==> src/rtl/morse_pkg.sv <==
// Shared types and constants for the Morse symbol decoder.
package morse_pkg;

    typedef enum logic [1:0] {
        StIdle = 2'd0,
        StMark = 2'd1,
        StGap  = 2'd2,
        StWord = 2'd3
    } state_e;

    localparam int unsigned MAX_SYMS  = 5;
    localparam logic        ELEM_DOT  = 1'b0;
    localparam logic        ELEM_DASH = 1'b1;

endpackage

==> src/rtl/sync_2ff.sv <==
// Two-flop synchronizer for a single asynchronous level, reset to 0.
module sync_2ff (
    input  logic clk_i,
    input  logic rst_i,
    input  logic d_i,
    output logic q_o
);

    logic meta_q;
    logic sync_q;

    always_ff @(posedge clk_i or posedge rst_i) begin
        if (rst_i) begin
            meta_q <= 1'b0;
            sync_q <= 1'b0;
        end else begin
            meta_q <= d_i;
            sync_q <= meta_q;
        end
    end

    assign q_o = sync_q;

endmodule

==> src/rtl/morse_symbol_decoder.sv <==
// Measures mark/space run lengths of a serial key, assembles dot/dash elements into
// letters and flags letter and word boundaries.
module morse_symbol_decoder
    import morse_pkg::*;
#(
    parameter int unsigned CNT_W      = 8,
    parameter int unsigned DOT_MAX    = 2,
    parameter int unsigned LETTER_GAP = 5,
    parameter int unsigned WORD_GAP   = 10
) (
    input  logic       CLK,
    input  logic       RST,
    input  logic       tick,
    input  logic       key_in,
    output logic [4:0] code_out,
    output logic [2:0] code_len,
    output logic       code_valid,
    output logic       code_err,
    output logic       space_valid
);

    if (!(DOT_MAX >= 1 && DOT_MAX < LETTER_GAP && LETTER_GAP < WORD_GAP &&
          WORD_GAP <= (2 ** CNT_W) - 1)) begin : gen_param_check
        $error("morse_symbol_decoder: illegal DOT_MAX/LETTER_GAP/WORD_GAP/CNT_W");
    end

    localparam logic [CNT_W-1:0] CntMax    = '1;
    localparam logic [CNT_W-1:0] DotMax    = CNT_W'(DOT_MAX);
    localparam logic [CNT_W-1:0] LetterGap = CNT_W'(LETTER_GAP);
    localparam logic [CNT_W-1:0] WordGap   = CNT_W'(WORD_GAP);
    localparam logic [CNT_W-1:0] CntOne    = CNT_W'(1);
    localparam logic [2:0]       MaxLen    = 3'(MAX_SYMS);

    logic key_s;

    sync_2ff u_sync_key (
        .clk_i (CLK),
        .rst_i (RST),
        .d_i   (key_in),
        .q_o   (key_s)
    );

    state_e           state_q, state_d;
    logic [CNT_W-1:0] run_cnt_q, run_cnt_d;
    logic [4:0]       acc_code_q, acc_code_d;
    logic [2:0]       acc_len_q, acc_len_d;
    logic             acc_err_q, acc_err_d;
    logic [4:0]       code_out_q, code_out_d;
    logic [2:0]       code_len_q, code_len_d;
    logic             code_err_q, code_err_d;
    logic             code_valid_q, code_valid_d;
    logic             space_valid_q, space_valid_d;

    logic [CNT_W-1:0] cnt_inc;
    logic             elem;

    assign cnt_inc = (run_cnt_q == CntMax) ? run_cnt_q : run_cnt_q + CntOne;
    // A saturated mark is simply a long dash.
    assign elem    = (run_cnt_q <= DotMax) ? ELEM_DOT : ELEM_DASH;

    always_comb begin
        state_d       = state_q;
        run_cnt_d     = run_cnt_q;
        acc_code_d    = acc_code_q;
        acc_len_d     = acc_len_q;
        acc_err_d     = acc_err_q;
        code_out_d    = code_out_q;
        code_len_d    = code_len_q;
        code_err_d    = code_err_q;
        code_valid_d  = 1'b0;
        space_valid_d = 1'b0;

        if (tick) begin
            unique case (state_q)
                StIdle: begin
                    if (key_s) begin
                        state_d   = StMark;
                        run_cnt_d = CntOne;
                    end
                end
                StMark: begin
                    if (key_s) begin
                        run_cnt_d = cnt_inc;
                    end else begin
                        if (acc_len_q < MaxLen) begin
                            acc_code_d[acc_len_q] = elem;
                            acc_len_d             = acc_len_q + 3'd1;
                        end else begin
                            acc_err_d = 1'b1;
                        end
                        state_d   = StGap;
                        run_cnt_d = CntOne;
                    end
                end
                StGap: begin
                    if (key_s) begin
                        state_d   = StMark;
                        run_cnt_d = CntOne;
                    end else begin
                        run_cnt_d = cnt_inc;
                        if (cnt_inc == LetterGap) begin
                            code_out_d   = acc_code_q;
                            code_len_d   = acc_len_q;
                            code_err_d   = acc_err_q;
                            code_valid_d = 1'b1;
                            acc_code_d   = '0;
                            acc_len_d    = '0;
                            acc_err_d    = 1'b0;
                            state_d      = StWord;
                        end
                    end
                end
                StWord: begin
                    if (key_s) begin
                        state_d   = StMark;
                        run_cnt_d = CntOne;
                    end else begin
                        // Keeps counting from the mark end, so WORD_GAP is total space.
                        run_cnt_d = cnt_inc;
                        if (cnt_inc == WordGap) begin
                            space_valid_d = 1'b1;
                            state_d       = StIdle;
                        end
                    end
                end
                default: state_d = StIdle;
            endcase
        end
    end

    always_ff @(posedge CLK or posedge RST) begin
        if (RST) begin
            state_q       <= StIdle;
            run_cnt_q     <= '0;
            acc_code_q    <= '0;
            acc_len_q     <= '0;
            acc_err_q     <= 1'b0;
            code_out_q    <= '0;
            code_len_q    <= '0;
            code_err_q    <= 1'b0;
            code_valid_q  <= 1'b0;
            space_valid_q <= 1'b0;
        end else begin
            state_q       <= state_d;
            run_cnt_q     <= run_cnt_d;
            acc_code_q    <= acc_code_d;
            acc_len_q     <= acc_len_d;
            acc_err_q     <= acc_err_d;
            code_out_q    <= code_out_d;
            code_len_q    <= code_len_d;
            code_err_q    <= code_err_d;
            code_valid_q  <= code_valid_d;
            space_valid_q <= space_valid_d;
        end
    end

    assign code_out    = code_out_q;
    assign code_len    = code_len_q;
    assign code_err    = code_err_q;
    assign code_valid  = code_valid_q;
    assign space_valid = space_valid_q;

endmodule

==> config.mk <==
export PLATFORM = sky130hd
export DESIGN_NAME = morse_symbol_decoder
export DESIGN_NICKNAME = d
export VERILOG_FILES = /design/src/rtl/morse_pkg.sv /design/src/rtl/sync_2ff.sv /design/src/rtl/morse_symbol_decoder.sv
export SDC_FILE = /design/constraint.sdc
export NUM_CORES = 1
export LEC_CHECK = 0
export ABC_AREA = 1
export CORE_MARGIN = 10
export CORE_UTILIZATION = 50
export CTS_BUF_LIST = sky130_fd_sc_hd__clkbuf_8 sky130_fd_sc_hd__clkbuf_16
export DETAILED_ROUTE_END_ITERATION = 10
export PLACE_DENSITY_LB_ADDON = 0.05
export SYNTH_ARGS = -nofsm -noshare
export SYNTH_HDL_FRONTEND = slang
export SYNTH_SLANG_ARGS = --single-unit
==> constraint.sdc <==
create_clock -name CLK -period 2.5 [get_ports CLK]
set_input_delay 0.5 -clock CLK [delete_from_list [all_inputs] [get_ports CLK]]
set_output_delay 0.5 -clock CLK [all_outputs]
set_load 0.02 [all_outputs]
==> impl_metrics.tcl <==
set metrics [dict create \
    status "finished, final reports clean" \
    ys_async_sr_fraction_pct 100.0 \
    seqCellArea_um2 800.8 \
    setup_viol 0 \
    fin_crit_ns 1.982 \
    fin_crit_sh_pct 79.26 \
    synth.avg_cell_area_um2 8.032 \
    drive_above_1_share_pct 14.69 \
    grt_max_degree 33 \
    drt-total-wl_mm 3.669 \
    critPathKind "register to register" \
    synth_adder_area_share_pct 3.477 \
    worst_pin_slew_ns 0.7317 \
    placement.cell_area_mm2 0.001992 \
    insertion_delay_ns 0.28 \
    required_ns 2.72 \
    wire_per_inst_um 12.61 \
    drv_slew 0 \
    synth_compound_area_share_pct 9.388 \
    initial_utilization_pct 52.67 \
    endpoint_kind "register" \
    drc 0 \
    h-tree-depth 2 \
    die_h_um 79.99 \
    cts_max_path_buffers 2 \
    peakVddDrop_uv 462.9 \
    dieArea_mm2 0.006398 \
    overflow 0 \
    n_antenna_cell 0 \
    synthCells 224 \
    fin_setup_tns_ns 0 \
    worstHoldPathType "register to register" \
    root_buffer "clkbuf_8" \
    rsz0062_at_grt "false" \
    final_nets 253 \
    grt_pass1_vias 1392 \
    synth-edff-count 0 \
    fillers 304 \
    place_congestion 0.9262 \
    cts_tree "yes" \
    synth_top_family_by_area "simple AND/OR/NAND/NOR gates" \
    antenna_found_initial 0 \
    post_cts_buffers 0 \
    hold-worst-slack_ns 0.3563 \
    grt_first_pass_wirelength_mm 6.396 \
    synth_cell_types 31 \
    cts_hold_buf 0 \
    drt_pass1_iterations 4 \
    cp-start-kind "register" \
    leakage_nw 1.067 \
    syn_area_mm2 0.001799 \
    synth_mux_area_share_pct 0 \
    area_growth_pct 15.58 \
    core_area_mm2 0.003416 \
    rows 21 \
    slew_headroom_pct 50.89 \
    path_clk_slew_ns 0.07 \
    finalInstanceArea_mm2 0.002079 \
    cts_buffers 5 \
    ys_ff_latch 32 \
    track_usage_pct 12.25 \
    hold_viol_final 0 \
    crit_arrival_ns 2.20 \
    drtIter0Drc 87 \
    crit_fanout 14 \
    max_freq_mhz 504.7 \
    powerDensity_mw_per_mm2 923.3 \
    ios 15 \
    synth-xor-area-share_pct 0.4868 \
    synth_simple_gate_area_share_pct 35.40 \
    vias 1516 \
    maxCapViolCount 0 \
    synthesis.nets 233 \
    multi_input_comb_area_um2 877.1 \
    synthFlopType "dfrtp_1" \
    dpl_worst_slack_ns 0.3305 \
    ys.warnings.count 0 \
    clkSinkCount 32 \
    fin_ws_ns 0.5185 \
    yosysSeqAreaShare_pct 44.51 \
    routed_via_density 5.210 \
    cts_resized 0 \
    portBuffers 14 \
    postRouteAntennaNets 0 \
    fin_skew_ns 0.007613 \
    dpl.hpwl_mm 2.733 \
    die_w_um 79.99 \
]
## stage by stage
step / instances / power, W / util [%]
4_1_cts: 291 / 0.001926 / 60.88
2_1_floorplan: 224 / 0.001352 / -
3_3_place_gp: 283 / 0.001503 / 58.32
5_1_grt: 291 / 0.002089 / 60.88
6_report: 291 / 0.001920 / 60.88
3_5_place_dp: 283 / 0.001529 / 58.32
## worst max-delay path: stages, from the launching register on
cell and delay [ns]:
dfrtp_1 0.45, ha_1 0.27, nand2_2 0.08, nor2_4 0.11, nand2_2 0.09, nand2_1 0.10
nand2_1 0.07, nor2_2 0.13, nand3_4 0.14, inv_2 0.09, nand2_4 0.11, inv_2 0.14
nand2_1 0.07, nand2_1 0.06
## area by class of cell
cell class	instances	share of cell area, %
clock buffer	5	3.309
clock inverter	3	0.9025
inverter	27	4.874
multi-input combinational	162	42.18
sequential	32	38.51
tap	46	2.768
timing repair buffer	16	7.461
## layout by cell type (no fill, tap or decap)
cell and instances:
nand2_1 68, dfrtp_1 32, inv_1 24, nand4_1 14
clkdlybuf4s50_1 14, nor2_1 13, nand3_1 10, o21ai_0 5
nor3_1 5, a21oi_1 5, o22ai_1 5, ha_1 5
clkbuf_8 5, nand2_2 4, o21ai_2 4, o21ai_1 4
or2_2 4, nor2_4 3, nand3_2 2, nor2_2 2
nand2_4 2, inv_2 2, clkinv_2 2, buf_4 2
clkinv_1 1, a21oi_2 1, xnor2_1 1, nand3_4 1
a21oi_4 1, nor4_1 1, a21o_1 1, nand3b_1 1
clkinv_4 1
## cell usage after synthesis (all sizes together) (2+ instances only)
master  count  area (um^2)
nand4      14        87.58
o21ai      13        80.07
nor3        5        25.02
a21oi       7        50.05
ha          5        62.56
buf         2        16.26
or2         4        25.02
nand3      13        87.59
dfrtp      32        800.8
inv        26        97.60
nand2      74        302.8
nor2       18        95.09
o22ai       5        31.28
## report_power, final
| part | switching [W] | total, W | internal [W] |
|---|---|---|---|
| clock network | 0.000194 | 0.000388 | 0.000194 |
| registers | 0.000130 | 0.000761 | 0.000630 |
| logic | 0.000494 | 0.000771 | 0.000277 |
| total | 0.000819 | 0.00192 | 0.00110 |
## state kept, by name (all words and copies together) (netlist names), 2 cells and up
| name | cells |
|---|---|
| acc_code_q | 5 |
| acc_len_q | 3 |
| code_len | 3 |
| code_out | 5 |
| run_cnt_q | 8 |
| state_q | 2 |
## metal layers
metal / GRT usage [%] / vias up / routed length (um)
met5: 0 / - / 0
met2: 18.30 / 38 / 1588
met3: 3.829 / 5 / 195
li1: - / 771 / -
met4: 4.225 / 0 / 50
met1: 16.21 / 702 / 1835
## logic make-up after synthesis
| logic type | count (synthesis) |
|---|---|
| simple gates | 130 |
| fa+ha+maj | 5 |
| flops | 32 |
| buf+inv | 30 |
| xor+xnor | 1 |
| compound gates | 26 |
## path summary, 6_finish.rpt
| path | end | slack (ns) | from | cells after the start |
|---|---|---|---|---|
| max | code_out[0]$_DFFE_PP0P_ | 0.52 | run_cnt_q[0]$_DFFE_PP0P_ | 13 |
| min | u_sync_key.q_o$_DFF_PP0_ | 0.36 | u_sync_key.meta_q$_DFF_PP0_ | 0 |
| max reg2reg | code_out[0]$_DFFE_PP0P_ | 0.52 | run_cnt_q[0]$_DFFE_PP0P_ | 13 |
| min reg2reg | u_sync_key.q_o$_DFF_PP0_ | 0.36 | u_sync_key.meta_q$_DFF_PP0_ | 0 |
| max in group asynchronous | acc_len_q[1]$_DFFE_PP0P_ | 1.61 | RST | 3 |
| min in group asynchronous | acc_code_q[4]$_DFFE_PP0P_ | 0.60 | RST | 3 |
No activity file was read; power rests on OpenSTA's default activity.
